**src/rtl/serial_bit_source.sv**
```systemverilog
// Parallel-to-serial word source feeding the sequence detector's serial input.
// One-word hold buffer behind a valid/ready handshake lets words stream back-to-back.
module serial_bit_source #(
   parameter int WIDTH     = 8,
   parameter bit MSB_FIRST = 1'b1,
   parameter bit IDLE_BIT  = 1'b0,
   parameter int GAP       = 0
) (
   input  logic             clock,
   input  logic             Resetn,
   input  logic [WIDTH-1:0] din,
   input  logic             din_valid,
   output logic             din_ready,
   output logic             sout,
   output logic             sout_valid,
   output logic             last,
   output logic             busy
);

   // state    | meaning
   // ST_IDLE  | nothing streaming; waits for the hold buffer to fill
   // ST_SHIFT | one word bit per cycle on sout, cnt = index of the current bit
   // ST_GAP   | idle cycles between words, gcnt = index of the current gap cycle

   localparam int CW = (WIDTH > 1) ? $clog2(WIDTH) : 1;
   localparam logic [CW-1:0] CNT_LAST  = CW'(WIDTH - 1);
   localparam logic [3:0]    GCNT_LAST = (GAP > 0) ? 4'(GAP - 1) : 4'd0;

   typedef enum logic [1:0] {
      ST_IDLE  = 2'd0,
      ST_SHIFT = 2'd1,
      ST_GAP   = 2'd2
   } state_t;

   state_t           state;
   state_t           state_nxt;
   logic [WIDTH-1:0] sh;
   logic [WIDTH-1:0] sh_nxt;
   logic [WIDTH-1:0] hold;
   logic             hold_full;
   logic             hold_full_nxt;
   logic [CW-1:0]    cnt;
   logic [CW-1:0]    cnt_nxt;
   logic [3:0]       gcnt;
   logic [3:0]       gcnt_nxt;
   logic             accept;
   logic             reload;
   logic             sout_nxt;
   logic             sout_valid_nxt;
   logic             last_nxt;

   function automatic logic [WIDTH-1:0] shift_once(input logic [WIDTH-1:0] s);
      if (MSB_FIRST) shift_once = {s[WIDTH-2:0], IDLE_BIT};
      else           shift_once = {IDLE_BIT, s[WIDTH-1:1]};
   endfunction

   function automatic logic head_bit(input logic [WIDTH-1:0] s);
      if (MSB_FIRST) head_bit = s[WIDTH-1];
      else           head_bit = s[0];
   endfunction

   // Ready depends only on the hold flag so the producer never sees a combinational loop.
   assign din_ready = !hold_full;
   assign accept    = din_valid && !hold_full;
   assign busy      = (state != ST_IDLE) || hold_full;

   always_comb begin
      state_nxt = state;
      sh_nxt    = sh;
      cnt_nxt   = cnt;
      gcnt_nxt  = gcnt;
      reload    = 1'b0;
      case (state)
         ST_IDLE: begin
            if (hold_full) reload = 1'b1;
         end
         ST_SHIFT: begin
            sh_nxt = shift_once(sh);
            if (cnt == CNT_LAST) begin
               cnt_nxt = '0;
               if (GAP > 0) begin
                  state_nxt = ST_GAP;
                  gcnt_nxt  = 4'd0;
               end else if (hold_full) begin
                  reload = 1'b1;
               end else begin
                  state_nxt = ST_IDLE;
               end
            end else begin
               cnt_nxt = cnt + 1'b1;
            end
         end
         ST_GAP: begin
            if (gcnt == GCNT_LAST) begin
               gcnt_nxt = 4'd0;
               if (hold_full) reload = 1'b1;
               else           state_nxt = ST_IDLE;
            end else begin
               gcnt_nxt = gcnt + 4'd1;
            end
         end
         default: begin
            state_nxt = ST_IDLE;
         end
      endcase

      if (reload) begin
         sh_nxt    = hold;
         cnt_nxt   = '0;
         state_nxt = ST_SHIFT;
      end

      // Reload and accept are exclusive: accept needs the hold empty, reload needs it full.
      hold_full_nxt  = (hold_full && !reload) || accept;

      sout_valid_nxt = (state_nxt == ST_SHIFT);
      sout_nxt       = sout_valid_nxt ? head_bit(sh_nxt) : IDLE_BIT;
      last_nxt       = sout_valid_nxt && (cnt_nxt == CNT_LAST);
   end

   always_ff @(posedge clock) begin
      if (Resetn) begin
         state      <= ST_IDLE;
         sh         <= {WIDTH{IDLE_BIT}};
         hold       <= '0;
         hold_full  <= 1'b0;
         cnt        <= '0;
         gcnt       <= 4'd0;
         sout       <= IDLE_BIT;
         sout_valid <= 1'b0;
         last       <= 1'b0;
      end else begin
         state      <= state_nxt;
         sh         <= sh_nxt;
         hold_full  <= hold_full_nxt;
         cnt        <= cnt_nxt;
         gcnt       <= gcnt_nxt;
         sout       <= sout_nxt;
         sout_valid <= sout_valid_nxt;
         last       <= last_nxt;
         if (accept) hold <= din;
      end
   end

endmodule

```
**config.mk**
```make
export PLATFORM = sky130hd
export DESIGN_NAME = serial_bit_source
export DESIGN_NICKNAME = d
export VERILOG_FILES = /design/src/rtl/serial_bit_source.sv
export SDC_FILE = /design/constraint.sdc
export NUM_CORES = 1
export LEC_CHECK = 0
export BUFFER_PORTS_ARGS = -buffer_cell sky130_fd_sc_hd__buf_4
export CAP_MARGIN = 25
export CORE_AREA = 2 2 63 65
export CTS_CLUSTER_DIAMETER = 60
export DETAILED_ROUTE_END_ITERATION = 6
export DIE_AREA = 0 0 65 67
export PLACE_DENSITY_LB_ADDON = 0.25
export SYNTH_ARGS = -nofsm -noshare
export SYNTH_HDL_FRONTEND = slang
export SYNTH_SLANG_ARGS = --single-unit
```
**constraint.sdc**
```tcl
create_clock -name clock -period 3.05 [get_ports clock]
set_clock_uncertainty 0.1 [all_clocks]
set_input_delay 0.305 -clock clock [delete_from_list [all_inputs] [get_ports clock]]
set_output_delay 0.305 -clock clock [all_outputs]
set_load 0.01 [all_outputs]
```
After elaboration in Yosys (flattened, before gate mapping). Cells that the tools add are included.

Memories kept: 0. ROM bits: 0. Bits in writable memories: 0. Register bits after elaboration: 29. Input bits: 11. Output and inout bits: 5. Word-level logic and storage cells: 45. Bits in latches: 0.

Muxes and demuxes: 15. Order comparisons: 0. Reduce and logical (&&, ||, !) cells: 12. Add/sub/neg operators: 2. Shifts and indexed selects: 0. Div/mod/pow operators: 0. Equal/unequal tests: 5. Multipliers: 0. Bitwise gates (word level): 1.

Operators with widths (number): $mux 8 (2); $mux 3 (3); $mux 2 (4); $eq 3x3->1 const B (2); $pmux 2 s3 (1); $add 4x1->4 const B (1); $eq 2x1->1 const B (2); $logic_not 4->1 (1); $mux 4 (1); $reduce_bool 2->1 (2); $add 3x1->3 const B (1); $logic_and 1x1->1 (3); $mux 1 (3); $pmux 1 s3 (1); $eq 2x2->1 const B (1); $logic_not 1->1 (2); $logic_not 2->1 (1); $logic_or 1x1->1 (2); $reduce_or 2->1 (1); $not 1->1 (1).

Depth between registers and ports, before layout. Gate-level depths: netlist (run 1).

Word-level depth: 7. Depth in mapped cells: 9. Gate-level depth less buffers: 6.

Worst setup path before layout (run 1). OpenSTA, ideal clock, no wires.

Kind: register to register. Start: register state[0]. End: register sout. Slack: 1225 ps. Required time: 2862 ps. Library setup time: 88 ps. Stages on the path, launching flop included: 10. Buffers on the path: 3. Arrival time: 1637 ps. Clock period less this slack: 1825 ps. Cell sequence: dfxtp_1 > inv_1 > ha_1 > buf_6 > nor4bb_4 > o311ai_4 > buf_6 > buf_6 > nand2_2 > o32ai_2.

Word-level cells in the longest chain between the ends: 7. Elaborated cells between the ends (all ways): 14. Those cells by class: eq/ne: 3; mux: 8; bitwise: 1; reduce/logical: 2.

Ends and longest elaborated chain: start: declaration (RTL line 35) `state_t state;`; start signal: assignment (RTL line 133) `state <= state_nxt;`; $mux 2 (RTL line 84, 96); $mux 2 (on tied branches) (RTL line 94, 79); $pmux 2 s3 (RTL line 73) `case (state)`; $mux 2 (RTL line 107) `if (reload) begin`; $eq 2x1->1 (RTL line 116) `sout_valid_nxt = (state_nxt == ST_SHIFT);`; $not 1->1 (no line); $reduce_or 2->1 (no line); end signal: assignment (RTL line 138) `sout <= sout_nxt;`; end: declaration (RTL line 14) `output logic sout,`.

Parallel ways exist; a longest one is shown, timed or not. The select of a mux whose other input is x is not followed. A chain may end at the register's enable or synchronous reset.

Final worst setup path (run 1).
Start: register state[0]. End: register last.

Word-level cells in the longest chain between the ends: 6. Elaborated cells between the ends (all ways): 14. Those cells by class: eq/ne: 4; mux: 8; reduce/logical: 2.

Ends and longest elaborated chain: $mux 2 (RTL line 84, 96); $mux 2 (on tied branches) (RTL line 94, 79); $pmux 2 s3 (RTL line 73); $mux 2 (RTL line 107); $eq 2x1->1 (RTL line 116); $logic_and 1x1->1 (*) (RTL line 118) `last_nxt = sout_valid_nxt && (cnt_nxt == CNT_LAST);`; end signal: assignment (RTL line 140) `last <= last_nxt;`; end: declaration (RTL line 16) `output logic last,`.

Every way passes the cells marked *; elsewhere a longest branch is shown, timed or not.

==> impl_results.md, run 1 <==
- Post-CTS Setup Bufs: 0
- CP startpoint: state[0]$_SDFF_PP0_
- Total CTS buffers: 5
- Die outline width: 65 um
- CTS Buffer Depth: 2
- Final Setup Violations: 0
- Initial core utilization: 38.93%
- Post-cts hold buffer count: 0
- # DRC: 0
- Mean number of vias per cell: roughly 4.7
- RSZ-0062 raised after global routing: false
- Number of synthesized flops with an enable pin: 0
- Clock Tree Root: clkbuf_8
- DR pass1 iterations: 4
- Synth area leaders: dfxtp_1, mux2i_1, nor2_1
- Mean post-synth cell area: 10.10 um^2
- Minimum clock period after layout: between 2 and 2.5 ns
- Vias in the first global route: 973
- DP Wirelength: between 1.5 and 2 mm
- First-pass GRT wire length: between 4 and 5 mm
- Startpoint types: flop
- Final wirelength: 2.465 mm
- Placed Area: 1529 um^2
- # nets final: 173
- Mapped Cells: 139
- Full die area: between 4000 and 5000 um^2
- Synth warn: 0
- Ratio of cells with drive above 1 in the final layout: 24.03%
- IO Port Bufs: 15
- Worst setup path class: flop to flop
- Worst hold path startpoint: din[3]
- Drt wl/cell: 12.20 um
- Max-cap viol count: 0
- IO Pins: 16
- Gp weighted congestion: ~0.74
- Period Utilization, post-route: around four fifths
- Crit end category: flop
- H-tree levels: 2
- Leading area contributor after synthesis: dfxtp_1
- Worst skew pair latency: 0.27 ns
- Fin Setup TNS: 0 ns
- Status: complete, no violations
- Min-Delay Path Class: input pin to flop
- Clock slew at reported path FFs: 0.06 ns
- Largest net degree at the start of global routing: 26
- Fmax: 414.9 MHz
- Synthesized area: approximately 1400 um^2
- GRT Overall Usage: a little over an eighth
- Rows: 22
- Top_reg_cell synth: dfxtp_1
- Finished Cell Area: 1615 um^2
- Req. time, crit path: 3.12 ns
- Clock Sinks: 29
- GRT Residual Overflow: 0
- Total number of vias: 959
- Post-synth top cells: dfxtp_1, nor2_1, mux2i_1, ha_1
- CP arrival: 2.48 ns
- Crit-path max FO: 16
- Count of pins over their slew limit: 0
- Count of cell types in the netlist: 33
- Die Ht: 67 um
- Share of synthesized registers carrying an async set or reset: 0%
- Post-cts repair resize count: 0
- Sequential fraction of the synthesis area: 41.35%
- Worst rel slew slack: 42.24%
- RR Startpoint: state[0]$_SDFF_PP0_
- ANT cells: 0
- Pwr Total: a little under 0.9 mW
- Most common cell in the netlist: dfxtp_1
- Cell Pwr Density: 540.9 nW/um^2
- Initial DRC count: between 40 and 50
- Final Hold Vio Count: 0
- Peak supply drop: just over 0.3 mV
- Worst slew pin tran: 0.8646 ns
- CTS tree: built
- Core area: 3606 um^2
- Antenna-violating nets left: 0
- Top cell type's share of synthesized area: slightly above 40%
- Layout area overhead: 15.06%
- Post-synth net total: 158
- Leakage: 0.6471 nW
- FF+latch count, synth: 29
- Initial antenna violation count: 0
==> per-stage QoR <==
stage | cells | util (%) | hold slack [ns] | worst slack [ns]
CTS | 202 | 44.80 | 0.1711 | 0.6421
global placement | 195 | 42.40 | 0.3792 | 0.7878
detailed placement | 195 | 42.40 | 0.3866 | 0.6683
global route | 202 | 44.80 | 0.1840 | 0.3782
floorplan | 139 | - | 0.3208 | 1.225
finish | 202 | 44.80 | 0.1727 | 0.6400
==> critical path: stages, from the launching register on <==
cell	delay [ns]
dfxtp_1	0.41
inv_1	0.09
ha_1	0.31
nor4bb_4	0.20
o311ai_4	0.69
nand2b_2	0.22
nor4_1	0.30
==> registers in the layout, indices dropped and copies added (netlist names) <==
name,count
hold,8
sh,8
gcnt,4
cnt,3
state,2
hold_full,1
last,1
sout,1
sout_valid,1
==> power breakdown <==
part | internal, mW | switching [mW] | leakage, nW
clock | 0.178 | 0.130 | 0.0443
combinational | 0.0669 | 0.0773 | 0.366
sequential | 0.405 | 0.0160 | 0.237
==> final timing paths <==
| path | endpoint | slack [ns] | cells after the start |
|---|---|---|---|
| worst min register to register | hold[3]$_SDFFE_PP0P_ | 0.40 | 2 |
| worst max-delay path | last$_SDFF_PP0_ | 0.64 | 6 |
| worst min-delay path | hold[3]$_SDFFE_PP0P_ | 0.17 | 3 |
| worst max register to register | last$_SDFF_PP0_ | 0.64 | 6 |
==> kinds of logic after synthesis <==
| logic type | Yosys count | synth area share, % |
|---|---|---|
| simple gates | 50 | 19.25 |
| flops | 29 | 41.35 |
| mux | 18 | 12.83 |
| xor+xnor | 1 | 0.6240 |
| compound gates | 18 | 13.01 |
| fa+ha+maj | 8 | 7.130 |
| buf+inv | 15 | 5.793 |
==> per-layer routing <==
metal,GRT usage [%],vias up,wire (um)
li1,-,503,-
met1,17.05,437,1267
met2,19.97,17,1092
met3,3.716,2,76
met4,6.117,0,29
met5,0,-,0
==> cells in the final DEF, fill, tap and decap left out, types with 2 or more instances in the layout <==
| cell type | netlist | layout |
|---|---|---|
| nor3_1 | 2 | 2 |
| nand3_1 | 2 | 2 |
| mux2i_1 | 18 | 18 |
| nor2_1 | 27 | 27 |
| ha_1 | 8 | 8 |
| a21oi_1 | 6 | 6 |
| inv_1 | 7 | 7 |
| nor2b_1 | 5 | 5 |
| dfxtp_1 | 29 | 29 |
| buf_4 | 0 | 16 |
| a211oi_2 | 7 | 7 |
| nand2_1 | 2 | 2 |
| clkbuf_8 | 0 | 6 |
==> final cells by class <==
class	instances	area, um^2
fillers	345	1991
multi-input cells	95	742.0
flip-flops and latches	29	580.6
repair buffers	16	120.1
clock buffers	7	86.33
well taps	48	60.06
inverters	7	26.28
No activity file was read; power rests on OpenSTA's default activity.
==> inputs of run 2 (changes only) <==
--- a/config.mk
+++ b/config.mk
@@ -5,12 +5,13 @@
 export SDC_FILE = /design/constraint.sdc
 export NUM_CORES = 1
 export LEC_CHECK = 0
+export ABC_AREA = 1
 export BUFFER_PORTS_ARGS = -buffer_cell sky130_fd_sc_hd__buf_4
 export CAP_MARGIN = 25
-export CORE_AREA = 2 2 63 65
+export CORE_AREA = 2 2 64 66
 export CTS_CLUSTER_DIAMETER = 60
 export DETAILED_ROUTE_END_ITERATION = 6
-export DIE_AREA = 0 0 65 67
+export DIE_AREA = 0 0 66 68
 export PLACE_DENSITY_LB_ADDON = 0.25
 export SYNTH_ARGS = -nofsm -noshare
 export SYNTH_HDL_FRONTEND = slang
==> constraint.sdc (replaced) <==
create_clock -name clock -period 2.15 [get_ports clock]
set_clock_uncertainty 0.1 [all_clocks]
set_input_delay 0.215 -clock clock [delete_from_list [all_inputs] [get_ports clock]]
set_output_delay 0.215 -clock clock [all_outputs]
set_load 0.01 [all_outputs]
==> run 2 against run 1 <==
Effect of this change: synthesized cell count is 29% higher; total power is 41% higher; sequential cell count stayed put; sequential share of layout area down 1.2 points; sequential power rose by 41%; area after synthesis increased by 3.2%; global-route usage is 0.85 points higher; register-to-register slack lost 0.31 ns; final cell count up 23%; via count grew 14%; clock power is 38% higher; maximum frequency up 33%; largest cell class unchanged.
==> impl_results.md, run 2 <==
- Status: complete, no violations
- Top Registers: hold (8), sh (8), gcnt (4)
- Cell Pwr Density: 736.0 nW/um^2 (+36%)
- Final Hold Vio Count: 0 (unchanged)
- Initial DRC count: 30 (-30%)
- Crit-path max FO: 20 (+4)
- Clock Sinks: 29 (unchanged)
- Worst skew pair latency: 0.28 ns (about the same)
- Post-CTS Setup Bufs: 0 (unchanged)
- Final wirelength: 2.701 mm (+9.6%)
- Sequential fraction of the synthesis area: 40.07% (-1.3 points)
- Total CTS buffers: 5 (unchanged)
- Clock slew at reported path FFs: 0.06 ns (about the same)
- IO Port Bufs: 15 (unchanged)
- CP arrival: 1.93 ns (-0.55 ns)
- ANT cells: 0 (unchanged)
- Mean post-synth cell area: 8.049 um^2 (-20%)
- Vias in the first global route: 1054 (+8.3%)
- Commonest cells after routing, fill and taps aside: dfxtp_1, nand2_1, inv_1, nor2_1, buf_4
- Clock Tree Root: clkbuf_8
- DP Wirelength: 1.965 mm (+12%)
- Most common cell in the netlist: dfxtp_1
- Synth area leaders: dfxtp_1, ha_1, nand2_1
- Total number of vias: 1096 (+14%)
- Post-cts repair resize count: 0 (unchanged)
- Antenna-violating nets left: 0 (unchanged)
- Place WS: 0.3542 ns (-0.3141 ns)
- Period Utilization, post-route: 84.50% (+5.5 points)
- Finished Cell Area: 1673 um^2 (+3.6%)
- Post-synth net total: 199 (+26%)
- Final Setup Violations: 0 (unchanged)
- IO Pins: 16 (unchanged)
- First-pass GRT wire length: 4.664 mm (+7.5%)
- Rows: 23 (+4.5%)
- Initial core utilization: 37.57% (-1.4 points)
- RSZ-0062 raised after global routing: false
- CTS Buffer Depth: 2 (unchanged)
- Fin Setup TNS: 0 ns (unchanged)
- Cells on worst reg2reg path: 8 (+2)
- CTS tree: built
- Placed Area: 1590 um^2 (+4.0%)
- Final worst setup slack: 0.3333 ns (-0.3066 ns)
- Fmax: 550.5 MHz (+33%)
- Share of synthesized registers carrying an async set or reset: 0% (unchanged)
- # nets final: 217 (+25%)
- Post-cts hold buffer count: 0 (unchanged)
- Ratio of cells with drive above 1 in the final layout: 25.63% (+1.6 points)
- GRT Overall Usage: 13.96% (+0.85 points)
- Top cell type's share of synthesized area: 40.07% (-1.3 points)
- FF+latch count, synth: 29 (unchanged)
- Startpoint types: flop
- Largest net degree at the start of global routing: 21 (-19%)
- Worst slew pin tran: 0.4216 ns (-0.4431 ns)
- Pwr Total: 1.231 mW (+41%)
- Die Ht: 68 um (+1.5%)
- Leading area contributor after synthesis: dfxtp_1
- H-tree levels: 2 (unchanged)
- Final hold slack: 0.06118 ns (-0.1115 ns)
- Full die area: 4488 um^2 (+3.1%)
- Worst setup path class: flop to flop
- Layout area overhead: 15.46%
- Hold path depth: 3 (unchanged)
- Post-synth top cells: dfxtp_1, nand2_1, inv_1, nor2_1, nand3_1
- Gp weighted congestion: 0.7684 (+3.2%)
- Initial antenna violation count: 0 (unchanged)
- Top_reg_cell synth: dfxtp_1
- DR pass1 iterations: 4 (unchanged)
- Min-Delay Path Class: input pin to flop
- Mapped Cells: 180 (+29%)
- Max-cap viol count: 0 (unchanged)
- Core area: 3856 um^2 (+6.9%)
- Synth warn: 0 (unchanged)
- Synthesized area: 1449 um^2 (+3.2%)
- GRT Residual Overflow: 0 (unchanged)
- Peak supply drop: 0.3546 mV (+17%)
- Count of pins over their slew limit: 0 (unchanged)
- Leading cell type in the layout, fill and taps excluded: dfxtp_1
- Req. time, crit path: 2.26 ns (-0.86 ns)
- Crit end category: flop
- # DRC: 0 (unchanged)
- Mean number of vias per cell: 4.402 (-7.3%)
- Die outline width: 66 um (+1.5%)
- Leakage: 0.7283 nW (+13%)
- Drt wl/cell: 10.85 um (-11%)
- Number of synthesized flops with an enable pin: 0 (unchanged)
- Minimum clock period after layout: 1.817 ns (-0.5934 ns)
- Count of cell types in the netlist: 27 (-18%)
- Worst rel slew slack: 71.87% (+30 points)
==> run 2: changes by cell type after synthesis, moves of 7 or more <==
cell / previous run / this run
inv_1: 7 / 21
nor2_1: 27 / 19
mux2i_1: 18 / 1
nand3_1: 2 / 15
o21ai_0: 0 / 11
nand2_2: 1 / 10
a211oi_2: 7 / 0
nand2_1: 2 / 26
==> run 2: per-stage QoR <==
stage          utilization (%)  std cells
6_report                 43.38        249
5_1_grt                  43.38        249
4_1_cts                  43.38        249
3_5_place_dp             41.24        241
3_3_place_gp             41.24        241
2_1_floorplan                -        180
==> run 2: worst max-delay path: stages (launching register included) <==
cell,delay (ns)
dfxtp_1,0.37
inv_1,0.09
ha_1,0.28
o21a_1,0.22
nand2_2,0.08
nand2_4,0.08
nand2_4,0.24
nand3_1,0.15
a21oi_2,0.15
==> run 2: layout make-up <==
| class | count | area (um^2) |
|---|---|---|
| clock buffer | 6 | 72.57 |
| clock inverter | 2 | 10.01 |
| fill | 420 | 2183 |
| inverter | 22 | 82.58 |
| multi-input combinational | 123 | 737.0 |
| sequential | 29 | 580.6 |
| tap | 50 | 62.56 |
| timing repair buffer | 17 | 127.6 |
==> run 2: kinds of logic after synthesis <==
group                      Yosys count  synth area share [%]
AOI/OAI and AO/OA                   32                 13.21
muxes                                1                0.6909
xor gates and xnor gates             2                 1.209
and+or+nand+nor                     80                 28.84
DFF                                 29                 40.07
buffers and inverters               28                 9.067
adders and majority gates            8                 6.909
==> run 2: routing by layer <==
metal	GRT usage (%)	share of wire, %	vias up
met5	0	0	-
met4	7.653	2.0	0
met3	3.947	3.6	6
met2	20.58	39	18
met1	18.41	55	463
li1	-	-	609
==> run 2: report_power, final <==
group | leakage, nW | switching (mW) | total (mW) | internal [mW]
clock | 0.0450 | 0.202 | 0.426 | 0.224
sequential | 0.238 | 0.0178 | 0.593 | 0.575
combinational | 0.446 | 0.129 | 0.212 | 0.0836
total | 0.728 | 0.349 | 1.23 | 0.883
==> run 2: final timing paths <==
check,end,from,slack (ns)
worst max-delay path,sh[1]$_SDFFE_PP0P_,state[0]$_SDFF_PP0_,0.33
worst min register to register,hold[6]$_SDFFE_PP0P_,hold[6]$_SDFFE_PP0P_,0.36
worst min-delay path,hold[0]$_SDFFE_PP0P_,din[0],0.06
worst max register to register,sh[1]$_SDFFE_PP0P_,state[0]$_SDFF_PP0_,0.33
